### src/rtl/ic74194.sv
// 4-bit bidirectional universal shift register: hold, shift right, shift left,
// parallel load, with an asynchronous active-low clear.

module ic74194_cell (
    input  logic       clk,
    input  logic       rst_n,
    input  logic [1:0] mode,
    input  logic       from_lo,
    input  logic       from_hi,
    input  logic       par,
    output logic       q
);

    always_ff @(posedge clk or negedge rst_n) begin
        if (!rst_n) begin
            q <= 1'b0;
        end else begin
            case (mode)
                2'b00:   q <= q;
                2'b01:   q <= from_lo;
                2'b10:   q <= from_hi;
                default: q <= par;
            endcase
        end
    end

endmodule

module ic74194 (
    input  logic pin_11,
    input  logic pin_1,
    input  logic pin_9,
    input  logic pin_10,
    input  logic pin_2,
    input  logic pin_7,
    input  logic pin_3,
    input  logic pin_4,
    input  logic pin_5,
    input  logic pin_6,
    output logic pin_15,
    output logic pin_14,
    output logic pin_13,
    output logic pin_12
);

    localparam int NUM_BITS = 4;

    logic [1:0]          mode;
    logic [NUM_BITS-1:0] q;
    logic [NUM_BITS-1:0] par;
    logic [NUM_BITS-1:0] lo;
    logic [NUM_BITS-1:0] hi;

    assign mode = {pin_10, pin_9};
    assign par  = {pin_6, pin_5, pin_4, pin_3};

    // Shift right moves data toward QD, so each bit takes its lower neighbour;
    // the vacated ends take the serial inputs, nothing wraps.
    assign lo = {q[NUM_BITS-2:0], pin_2};
    assign hi = {pin_7, q[NUM_BITS-1:1]};

    for (genvar i = 0; i < NUM_BITS; i++) begin : g_bit
        ic74194_cell u_cell (
            .clk     (pin_11),
            .rst_n   (pin_1),
            .mode    (mode),
            .from_lo (lo[i]),
            .from_hi (hi[i]),
            .par     (par[i]),
            .q       (q[i])
        );
    end

    assign pin_15 = q[0];
    assign pin_14 = q[1];
    assign pin_13 = q[2];
    assign pin_12 = q[3];

endmodule

### config.mk
export PLATFORM = sky130hd
export DESIGN_NAME = ic74194
export DESIGN_NICKNAME = d
export VERILOG_FILES = /design/src/rtl/ic74194.sv
export SDC_FILE = /design/constraint.sdc
export NUM_CORES = 1
export LEC_CHECK = 0
export CAP_MARGIN = 20
export CORE_AREA = 2 2 39 41
export DETAILED_ROUTE_END_ITERATION = 6
export DIE_AREA = 0 0 41 43
export HOLD_SLACK_MARGIN = 0.03
export PLACE_DENSITY = 0.55
export SYNTH_ARGS = -nofsm -noshare
export SYNTH_HDL_FRONTEND = slang
export SYNTH_SLANG_ARGS = --single-unit
### constraint.sdc
create_clock -name pin_11 -period 1.1 [get_ports pin_11]
set_input_delay 0.33 -clock pin_11 [delete_from_list [all_inputs] [get_ports pin_11]]
set_output_delay 0.33 -clock pin_11 [all_outputs]
set_load 0.02 [all_outputs]
==> results of run 1 <==
-- power groups by stage --
stage          sequential [µW]  combinational, µW  clock (µW)
2_1_floorplan              225               72.5           0
3_3_place_gp               189                253           0
3_5_place_dp               189                252           0
4_1_cts                    187                248         184
5_1_grt                    195                293         192
6_report                   192                273         176
-- kinds of logic after synthesis --
| family | after synthesis | share of synthesized area [%] |
|---|---|---|
| compound gates | 4 | 13.5 |
| buf+inv | 2 | 2.90 |
| simple gates | 13 | 30.4 |
| flops | 4 | 38.6 |
| fa+ha+maj | 3 | 14.5 |
-- cell usage after synthesis (all sizes together) --
master and count:
ha 3, a221oi 4, nor3 8, inv 2, nand2b 1, dfrtp 4
nor2b 4
-- final cells by class --
cell class	count	share of cell area (%)
timing repair buffer	20	33.6
inverter	2	1.42
multi-input combinational	20	38.1
clock buffer	3	4.26
sequential	4	18.9
tap	16	3.78
-- metal layers --
metal / wire length [µm] / up-vias
met3: 26 / 0
li1: - / 143
met1: 314 / 125
met5: 0 / -
met4: 0 / 0
met2: 323 / 9
-- per-stage QoR --
stage / setup slack, ns / cell area [µm²] / hold WS, ns / util [%] / power (µW)
floorplan: -0.0196 / 278 / 0.0344 / - / 298
finish: 0.00729 / 529 / 0.300 / 38.2 / 641
global placement: -0.606 / 480 / 0.547 / 34.7 / 441
detailed placement: -0.632 / 480 / 0.550 / 34.7 / 441
global route: -0.0169 / 529 / 0.309 / 38.2 / 680
CTS: -0.0156 / 510 / 0.300 / 36.9 / 619
-- repair_timing --
item / 4_1_cts / 5_1_grt
pin swaps: 3 / 2
resized for setup: 30 / 9
setup endpoints to repair: 8 / 6
-- worst paths after layout --
check	cells past startpoint	endpoint	slack, ns	start
setup / recovery	1	pin_14	0.007	g_bit[1].u_cell.q
hold / removal	1	g_bit[0].u_cell.q	0.30	pin_1
setup reg to reg	3	g_bit[2].u_cell.q	0.10	g_bit[1].u_cell.q
hold reg to reg	3	g_bit[1].u_cell.q	0.73	g_bit[0].u_cell.q
max in group asynchronous	1	g_bit[2].u_cell.q	0.63	pin_1
min in group pin_11	5	g_bit[3].u_cell.q	0.68	pin_9
==> out/qor.yml, run 1 <==
cells_and_area:
  top_regs: "g_bit.u_cell.q (4)"
  multi_input_area_um2: 201
  layout-drive-gt1-share_pct: 51.0
  nFillCells: 144
  final_cell_mix: "nor3_1, clkdlybuf4s50_1, buf_4"
  ff_latch_area_um2: 100
  final_nets: 64
  syn_to_final_growth_pct: 104
  n_antenna_cell: 0
  top_register: "g_bit.u_cell.q"
  final_common_cell: "nor3_1"
  largest_register_ffs: 4
  final_cells: 65
die:
  die_h_um: 43
  chipWidth_um: 41
  core_area_um2: 1380
  rows: 14
  io_pins: 14
  start_util_pct: 18.7
  dieArea_um2: 1760
placed_design:
  globalplace.congestion: 0.714
  dp_cells: 62
  numPortBuffers: 13
  place.detailed.hpwl_um: 543
drt:
  dr.first_iter.drc_count: 1
  drt_wl_total_um: 664
  vias: 277
  ant_nets: 0
  drc: 0
  dr.pass1.iters: 2
  wl_per_cell_um: 10.2
  routed_via_density: 4.26
clocking:
  clkLatencyLatePin_ns: 0.23
  cts_hold_buf: 0
  numCtsBuffers: 3
  cts_setup_buffers: 0
  cts_root_buf: "clkbuf_4"
  cts_tree: "done"
  h-tree-depth: 1
  cts_buffer_depth: 2
  path_clk_slew_ns: 0.04
  clock_sinks: 4
grt:
  grt_pass1_wl_um: 1120
  use_met3_pct: 4.71
  antenna_found_initial: 0
  grt_max_degree: 6
  top_usage_layer: "met2"
  grt_overflow_total: 0
  grt_pass1_vias: 291
  grt_usage_pct: 9.56
  grtUsageMet2_pct: 14.7
  grtUsageMet1_pct: 11.7
power_and_ir_drop:
  leakagePower_uw: 0.000230
  swShare_pct: 30.1
  vdd_drop_max_mv: 0.613
  internal_power_uw: 448
  p_comb_share_pct: 42.6
  seqPwrFrac_pct: 29.9
  pwr-share-clk_pct: 27.4
  p_sw_uw: 193
  power.density_nw_per_um2: 1210
critical_path:
  critPathBufInv: 1
  required_ns: 0.77
  end_kind: "output port"
  critPathMaxFanout: 2
  path_cells: "buf_6"
  cpMaxStageDelayCell: "dfrtp_1"
  start_kind: "register"
  slowest_delay_ns: 0.39
  path_delay_family: "flip-flops"
  crit_type: "reg -> out"
  arrival_ns: 0.76
sta:
  finalMaxSlewViolations: 0
  worst_slew_pin_slew_ns: 0.223
  rsz0062_at_grt: "true"
  setup_tns_ns: 0
  hold_viol_final: 0
  post-route-period-util_pct: 99.3
  min_period_ns: 1.09
  setup_viol: 0
  max_freq_ghz: 0.915
  max_slew_margin_pct: 85.1
  skew_ns: 0.00346
outcome:
  status: "finished clean"
synth:
  syn-cell-area_um2: 259
  yosysSeqAreaShare_pct: 38.6
  synth_fp_nets: 39
  synth_area_per_cell_um2: 9.96
  synth_top_cell_area_share_pct: 38.6
  yosysWarnings: 0
  ys_seq_elements: 4
  yosysTopAreaCell: "dfrtp_1"
  ys_types: 7
  synthCells: 26
  synthTopCellsByArea: "dfrtp_1, nor3_1, ha_1"
hold_path:
  worstHoldPathType: "in -> async"
job:
  cap_violations: 0
(Power assumes the default switching activity.)
==> run 2: changes to the inputs <==
- TNS_END_PERCENT: unset -> 30
==> run 2 against run 1 <==
Setup slack got worse by 0.00050 ns; non-clock buffer count unchanged; die area unchanged; total power is 4.4% lower; via count grew 1.1%; global-route usage grew 0.10 points; critical path depth unchanged; utilization decreased by 2.1 points; final cell count is the same; first-iteration DRC count is the same; combinational power down 8.8%; critical path type unchanged; largest cell class unchanged; largest power group unchanged.
==> out/qor.yml, run 2 (same netlist as run 1, synthesis figures left out) <==
outcome:
  status: "finished clean"
critical_path:
  slowest_delay_ns: 0.39  # about the same
  ff2ff_path_depth: 3  # unchanged
  critPathBufInv: 1  # unchanged
  cpMaxStageDelayCell: "dfrtp_1"
  start_kind: "register"
  path_delay_family: "flip-flops"
  crit_type: "reg -> out"
  end_kind: "output port"
  reg2reg_from: "g_bit[1].u_cell.q"
  required_ns: 0.77  # about the same
  arrival_ns: 0.76  # about the same
  r2r-end: "g_bit[2].u_cell.q"
  timing.reg2reg.setup_slack_ns: 0.07  # -0.03 ns
  path_cells: "buf_6"
  critPathMaxFanout: 2  # unchanged
grt:
  grtUsageMet1_pct: 11.3  # -0.32 points
  grt_overflow_total: 0  # unchanged
  use_met3_pct: 4.71  # unchanged
  grtUsageMet2_pct: 15.3  # +0.63 points
  grt_pass1_wl_um: 1120  # unchanged
  grt_pass1_vias: 292  # +0.34%
  grt_max_degree: 6  # unchanged
  antenna_found_initial: 0  # unchanged
  grt_usage_pct: 9.66  # +0.10 points
  top_usage_layer: "met2"
die:
  dieArea_um2: 1760  # unchanged
  start_util_pct: 18.7  # unchanged
  chipWidth_um: 41  # unchanged
  core_area_um2: 1380  # unchanged
  io_pins: 14  # unchanged
  rows: 14  # unchanged
  die_h_um: 43  # unchanged
placed_design:
  numPortBuffers: 13  # unchanged
  globalplace.congestion: 0.714  # unchanged
  dpl_cell_area_um2: 480  # unchanged
  place.detailed.hpwl_um: 543  # unchanged
drt:
  dr.pass1.iters: 2  # unchanged
  routed_via_density: 4.31  # +1.1%
  wl_per_cell_um: 10.1  # -0.90%
  dr.first_iter.drc_count: 1  # unchanged
  ant_nets: 0  # unchanged
  drt_wl_total_um: 658  # -0.90%
  drc: 0  # unchanged
  vias: 280  # +1.1%
sta:
  worst_slew_pin_slew_ns: 0.225  # +0.00179 ns
  setup_viol: 0  # unchanged
  finalMaxSlewViolations: 0  # unchanged
  skew_ns: 0.00350  # +0.0000431 ns
  hold_viol_final: 0  # unchanged
  post-route-period-util_pct: 99.4  # about the same
  setup_tns_ns: 0  # unchanged
  min_period_ns: 1.09  # +0.000503 ns
  hold_ws_ns: 0.300  # -0.000356 ns
  max_freq_ghz: 0.915  # about the same
  rsz0062_at_grt: "true"
  max_slew_margin_pct: 85.0  # -0.12 points
cells_and_area:
  final_cell_area_um2: 500  # -5.4%
  ff_latch_area_um2: 100  # unchanged
  largest_register_ffs: 4  # unchanged
  multi_input_area_um2: 191  # -5.0%
  top_regs: "g_bit.u_cell.q (4)"
  nFillCells: 149  # +3.5%
  final_nets: 64  # unchanged
  n_antenna_cell: 0  # unchanged
  final_cell_mix: "nor3_1, clkdlybuf4s50_1, buf_4"
  layout-drive-gt1-share_pct: 51.0  # unchanged
  final_common_cell: "nor3_1"
  top_register: "g_bit.u_cell.q"
  syn_to_final_growth_pct: 93.2
clocking:
  clock_sinks: 4  # unchanged
  path_clk_slew_ns: 0.04  # about the same
  clkLatencyLatePin_ns: 0.23  # about the same
  cts_buffer_depth: 2  # unchanged
  cts_hold_buf: 0  # unchanged
  cts_tree: "done"
  cts_root_buf: "clkbuf_4"
  h-tree-depth: 1  # unchanged
  numCtsBuffers: 3  # unchanged
job:
  cap_violations: 0  # unchanged
power_and_ir_drop:
  vdd_drop_max_mv: 0.607  # -0.87%
  leakagePower_uw: 0.000222  # -3.4%
  power.density_nw_per_um2: 1220  # +1.1%
  p_total_uw: 612  # -4.4%
hold_path:
  worstHoldPathType: "in -> async"
[run 2: worst max-delay path by stage]
stage,endpoint,startpoint,slack [ns],depth (start not counted)
2_1_floorplan,g_bit[0].u_cell.q,pin_10,-0.02,5
3_3_place_gp,g_bit[2].u_cell.q,pin_10,-0.61,6
3_5_place_dp,g_bit[2].u_cell.q,pin_10,-0.63,6
4_1_cts,g_bit[2].u_cell.q,pin_9,-0.04,5
5_1_grt,pin_13,g_bit[2].u_cell.q,-0.02,1
6_report,pin_14,g_bit[1].u_cell.q,0.007,1
[run 2: timing repair]
| action | in CTS | in global routing |
|---|---|---|
| pin swaps | 1 | 2 |
| resized for setup | 24 | 6 |
| endpoints found under the setup margin | 8 | 8 |
| setup buffers | 0 | 0 |
| cloned | 0 | 0 |
[run 2: report_power, final]
part,switching [µW],internal (µW),total (µW),leakage [µW]
Combinational,118,131,249,0.000162
Clock,54.2,122,176,0.0000138
Sequential,14.7,172,187,0.0000465
Total,187,425,612,0.000222
[run 2: cell type report]
type / count / share of cell area (%)
Clock buffer: 3 / 4.50
Inverter: 2 / 1.50
Multi-Input combinational cell: 20 / 38.3
Sequential cell: 4 / 20.0
Tap cell: 16 / 4.00
Timing Repair Buffer: 20 / 31.7
[run 2: metrics by stage]
step                      utilization [%]  cells  setup slack (ns)
final                                36.2     65           0.00679
after global routing                 36.2     65           -0.0207
after CTS                            36.3     65           -0.0430
after detailed placement             34.7     62            -0.632
after global placement               34.7     62            -0.606
after floorplan                         -     26           -0.0196
[run 2: routing by layer]
metal	wire length (µm)	vias to the layer above
li1	-	144
met5	0	-
met3	28	0
met2	335	9
met1	295	127
met4	0	0
==> run 3: changes to the inputs <==
- ABC_AREA: unset -> 1
- CTS_BUF_LIST: unset -> sky130_fd_sc_hd__clkbuf_16
- PLACE_DENSITY: 0.55 -> 0.59
- clock period: 1.1 -> 1.2 ns (I/O delays scaled with it)
==> run 3 against run 2 <==
Via count rose by 14%; utilization increased by 2.9 points; synthesized cell count increased by 65%; sequential cell count stayed put; final cell count rose by 22%; combinational power shrank 18%; clock skew decreased by 0.0030 ns; synthesized area is 19% higher; routed wire length up 7.6%; sequential power shrank 10%; largest cell class unchanged; highest routed layer unchanged.
==> out/qor.yml, run 3 <==
critical_path:
  path_cells: "buf_2"
  crit_type: "reg -> out"
  path_delay_family: "flip-flops"
  cpMaxStageDelayCell: "dfrtp_1"
  slowest_delay_ns: 0.37  # -0.02 ns
  end_kind: "output port"
  required_ns: 0.84  # +0.07 ns
  arrival_ns: 0.75  # about the same
  critPathMaxFanout: 2  # unchanged
  critPathBufInv: 1  # unchanged
  start_kind: "register"
grt:
  grt_pass1_vias: 304  # +4.1%
  antenna_found_initial: 0  # unchanged
  grt_pass1_wl_um: 1210  # +8.7%
  grt_overflow_total: 0  # unchanged
  grt_max_degree: 9  # +3
  grt_usage_pct: 10.4  # +0.69 points
drt:
  ant_nets: 0  # unchanged
  drc: 0  # unchanged
  routed_via_density: 4.04  # -6.3%
  dr.first_iter.drc_count: 4  # +3
  vias: 319  # +14%
  wl_per_cell_um: 8.96  # -11%
  dr.pass1.iters: 4  # +2
  drt_wl_total_um: 708  # +7.6%
sta:
  max_freq_ghz: 0.900
  setup_ws_ns: 0.0886  # +0.0818 ns
  max_slew_margin_pct: 87.9  # +2.9 points
  hold_viol_final: 0  # unchanged
  worst_slew_pin_slew_ns: 0.181  # -0.0435 ns
  rsz0062_at_grt: "false"
  min_period_ns: 1.11
  finalMaxSlewViolations: 0  # unchanged
  skew_ns: 0.000553  # -0.00295 ns
  hold_ws_ns: 0.341  # +0.0414 ns
  setup_viol: 0  # unchanged
  post-route-period-util_pct: 92.6
synth:
  yosysSeqAreaShare_pct: 32.4  # -6.3 points
  synth_top_cell_area_share_pct: 32.4  # -6.3 points
  synthCells: 43  # +65%
  ys_seq_elements: 4  # unchanged
  synth_fp_nets: 56  # +44%
  yosysWarnings: 0  # unchanged
  synthTopCellsByArea: "dfrtp_1, nand2_1, ha_1"
  synth-edff-count: 0  # unchanged
  yosysTopAreaCell: "dfrtp_1"
  ys_types: 9  # +2
  async_flop_share_pct: 100  # unchanged
  synth.most_common_cell: "nand2_1"
  ys_top_cells_by_count: "nand2_1, nor2_1, dfrtp_1, nand3_1"
  syn-cell-area_um2: 309  # +19%
  synth_area_per_cell_um2: 7.19  # -28%
  synth-main-ff-cell: "dfrtp_1"
die:
  io_pins: 14  # unchanged
  start_util_pct: 22.3  # +3.6 points
  dieArea_um2: 1760  # unchanged
  die_h_um: 43  # unchanged
  rows: 14  # unchanged
  chipWidth_um: 41  # unchanged
  core_area_um2: 1380  # unchanged
cells_and_area:
  nFillCells: 154  # +3.4%
  layout-drive-gt1-share_pct: 31.7  # -19 points
  top_regs: "g_bit.u_cell.q (4)"
  final_common_cell: "nand2_1"
  largest_register_ffs: 4  # unchanged
  top_register: "g_bit.u_cell.q"
  syn_to_final_growth_pct: 74.9
  final_cell_area_um2: 541  # +8.0%
  final_cells: 79  # +22%
  final_nets: 78  # +22%
  final_cell_mix: "nand2_1, clkdlybuf4s50_1, buf_4, nor2_1"
  n_antenna_cell: 0  # unchanged
placed_design:
  place.detailed.hpwl_um: 511  # -5.8%
  preCtsSetupSlack_ns: -0.537  # +0.0954 ns
  dpl_cell_area_um2: 473  # -1.6%
  globalplace.congestion: 0.742  # +3.9%
  dp_cells: 76  # +23%
  numPortBuffers: 13  # unchanged
power_and_ir_drop:
  leakagePower_uw: 0.000269  # +21%
  power.density_nw_per_um2: 1650  # +35%
  vdd_drop_max_mv: 0.517  # -15%
job:
  cap_violations: 0  # unchanged
hold_path:
  worstHoldPathType: "in -> async"
clocking:
  cts_buffer_depth: 2  # unchanged
  cts_tree: "done"
  path_clk_slew_ns: 0.03  # about the same
  clock_sinks: 4  # unchanged
  cts_setup_buffers: 0  # unchanged
  ctsResizeCount: 23  # -4.2%
  numCtsBuffers: 3  # unchanged
  cts_root_buf: "clkbuf_16"
  clkLatencyLatePin_ns: 0.22  # about the same
  h-tree-depth: 1  # unchanged
  cts_hold_buf: 0  # unchanged
outcome:
  status: "finished clean"
[run 3: changes by cell type after synthesis, sizes merged]
cell | before | now
a221oi | 4 | 0
buf | 0 | 2
nand2 | 0 | 20
nand2b | 1 | 0
nand3 | 0 | 4
nor2 | 0 | 8
nor2b | 4 | 0
nor3 | 8 | 0
[run 3: cell type report]
class | instances | area, µm² | area share [%]
Clock buffer | 3 | 75.1 | 13.9
Tap cell | 16 | 20.0 | 3.70
Sequential cell | 4 | 100 | 18.5
Multi-Input combinational cell | 35 | 185 | 34.3
Timing Repair Buffer | 19 | 153 | 28.2
Inverter | 2 | 7.51 | 1.39
[run 3: power breakdown]
group / leakage, µW / switching [µW] / internal [µW] / total [µW]
Sequential: 0.0000486 / 10.8 / 157 / 168
Clock: 0.0000370 / 91.3 / 426 / 517
Combinational: 0.000183 / 102 / 104 / 205
Total: 0.000269 / 204 / 686 / 890
[run 3: routing by layer]
| metal | part of all wire [%] | wire, µm | up-vias | global-route usage [%] |
|---|---|---|---|---|
| li1 | - | - | 173 | - |
| met1 | 47 | 330 | 138 | 13.2 |
| met2 | 50 | 353 | 8 | 14.7 |
| met3 | 3.2 | 23 | 0 | 3.14 |
| met4 | 0 | 0 | 0 | 6.00 |
| met5 | 0 | 0 | - | 0 |
[run 3: metrics by stage]
stage                     setup TNS, ns  util [%]  power, µW
after floorplan                       0         -        278
after global placement            -2.50      34.2        389
after detailed placement          -2.46      34.2        389
after CTS                             0      39.1        904
after global routing                  0      39.1        941
final                                 0      39.1        890
[run 3: worst paths after layout]
check	startpoint	end	slack [ns]	depth (start not counted)
worst max-delay path	g_bit[0].u_cell.q	pin_15	0.09	1
max in group asynchronous	pin_1	g_bit[1].u_cell.q	0.70	1
worst min register to register	g_bit[0].u_cell.q	g_bit[0].u_cell.q	0.57	3
min in group pin_11	g_bit[0].u_cell.q	g_bit[0].u_cell.q	0.57	3
worst min-delay path	pin_1	g_bit[3].u_cell.q	0.34	1
worst max register to register	g_bit[1].u_cell.q	g_bit[2].u_cell.q	0.35	5
[run 3: cell families (layout without fill, tap and decap cells)]
family                     after synthesis  count (layout)  synth area share [%]
and+or+nand+nor                         32              32                  42.9
DFF                                      4               4                  32.4
buffers and inverters                    4              24                  12.6
adders and majority gates                3               3                  12.1
[run 3: worst register-to-register path, delay by kind of cell (launching register included)]
kind / cells / cell delay (ns)
AND/OR/NAND/NOR: 4 / 0.23
buffers and inverters: 1 / 0.14
flip-flops: 1 / 0.37
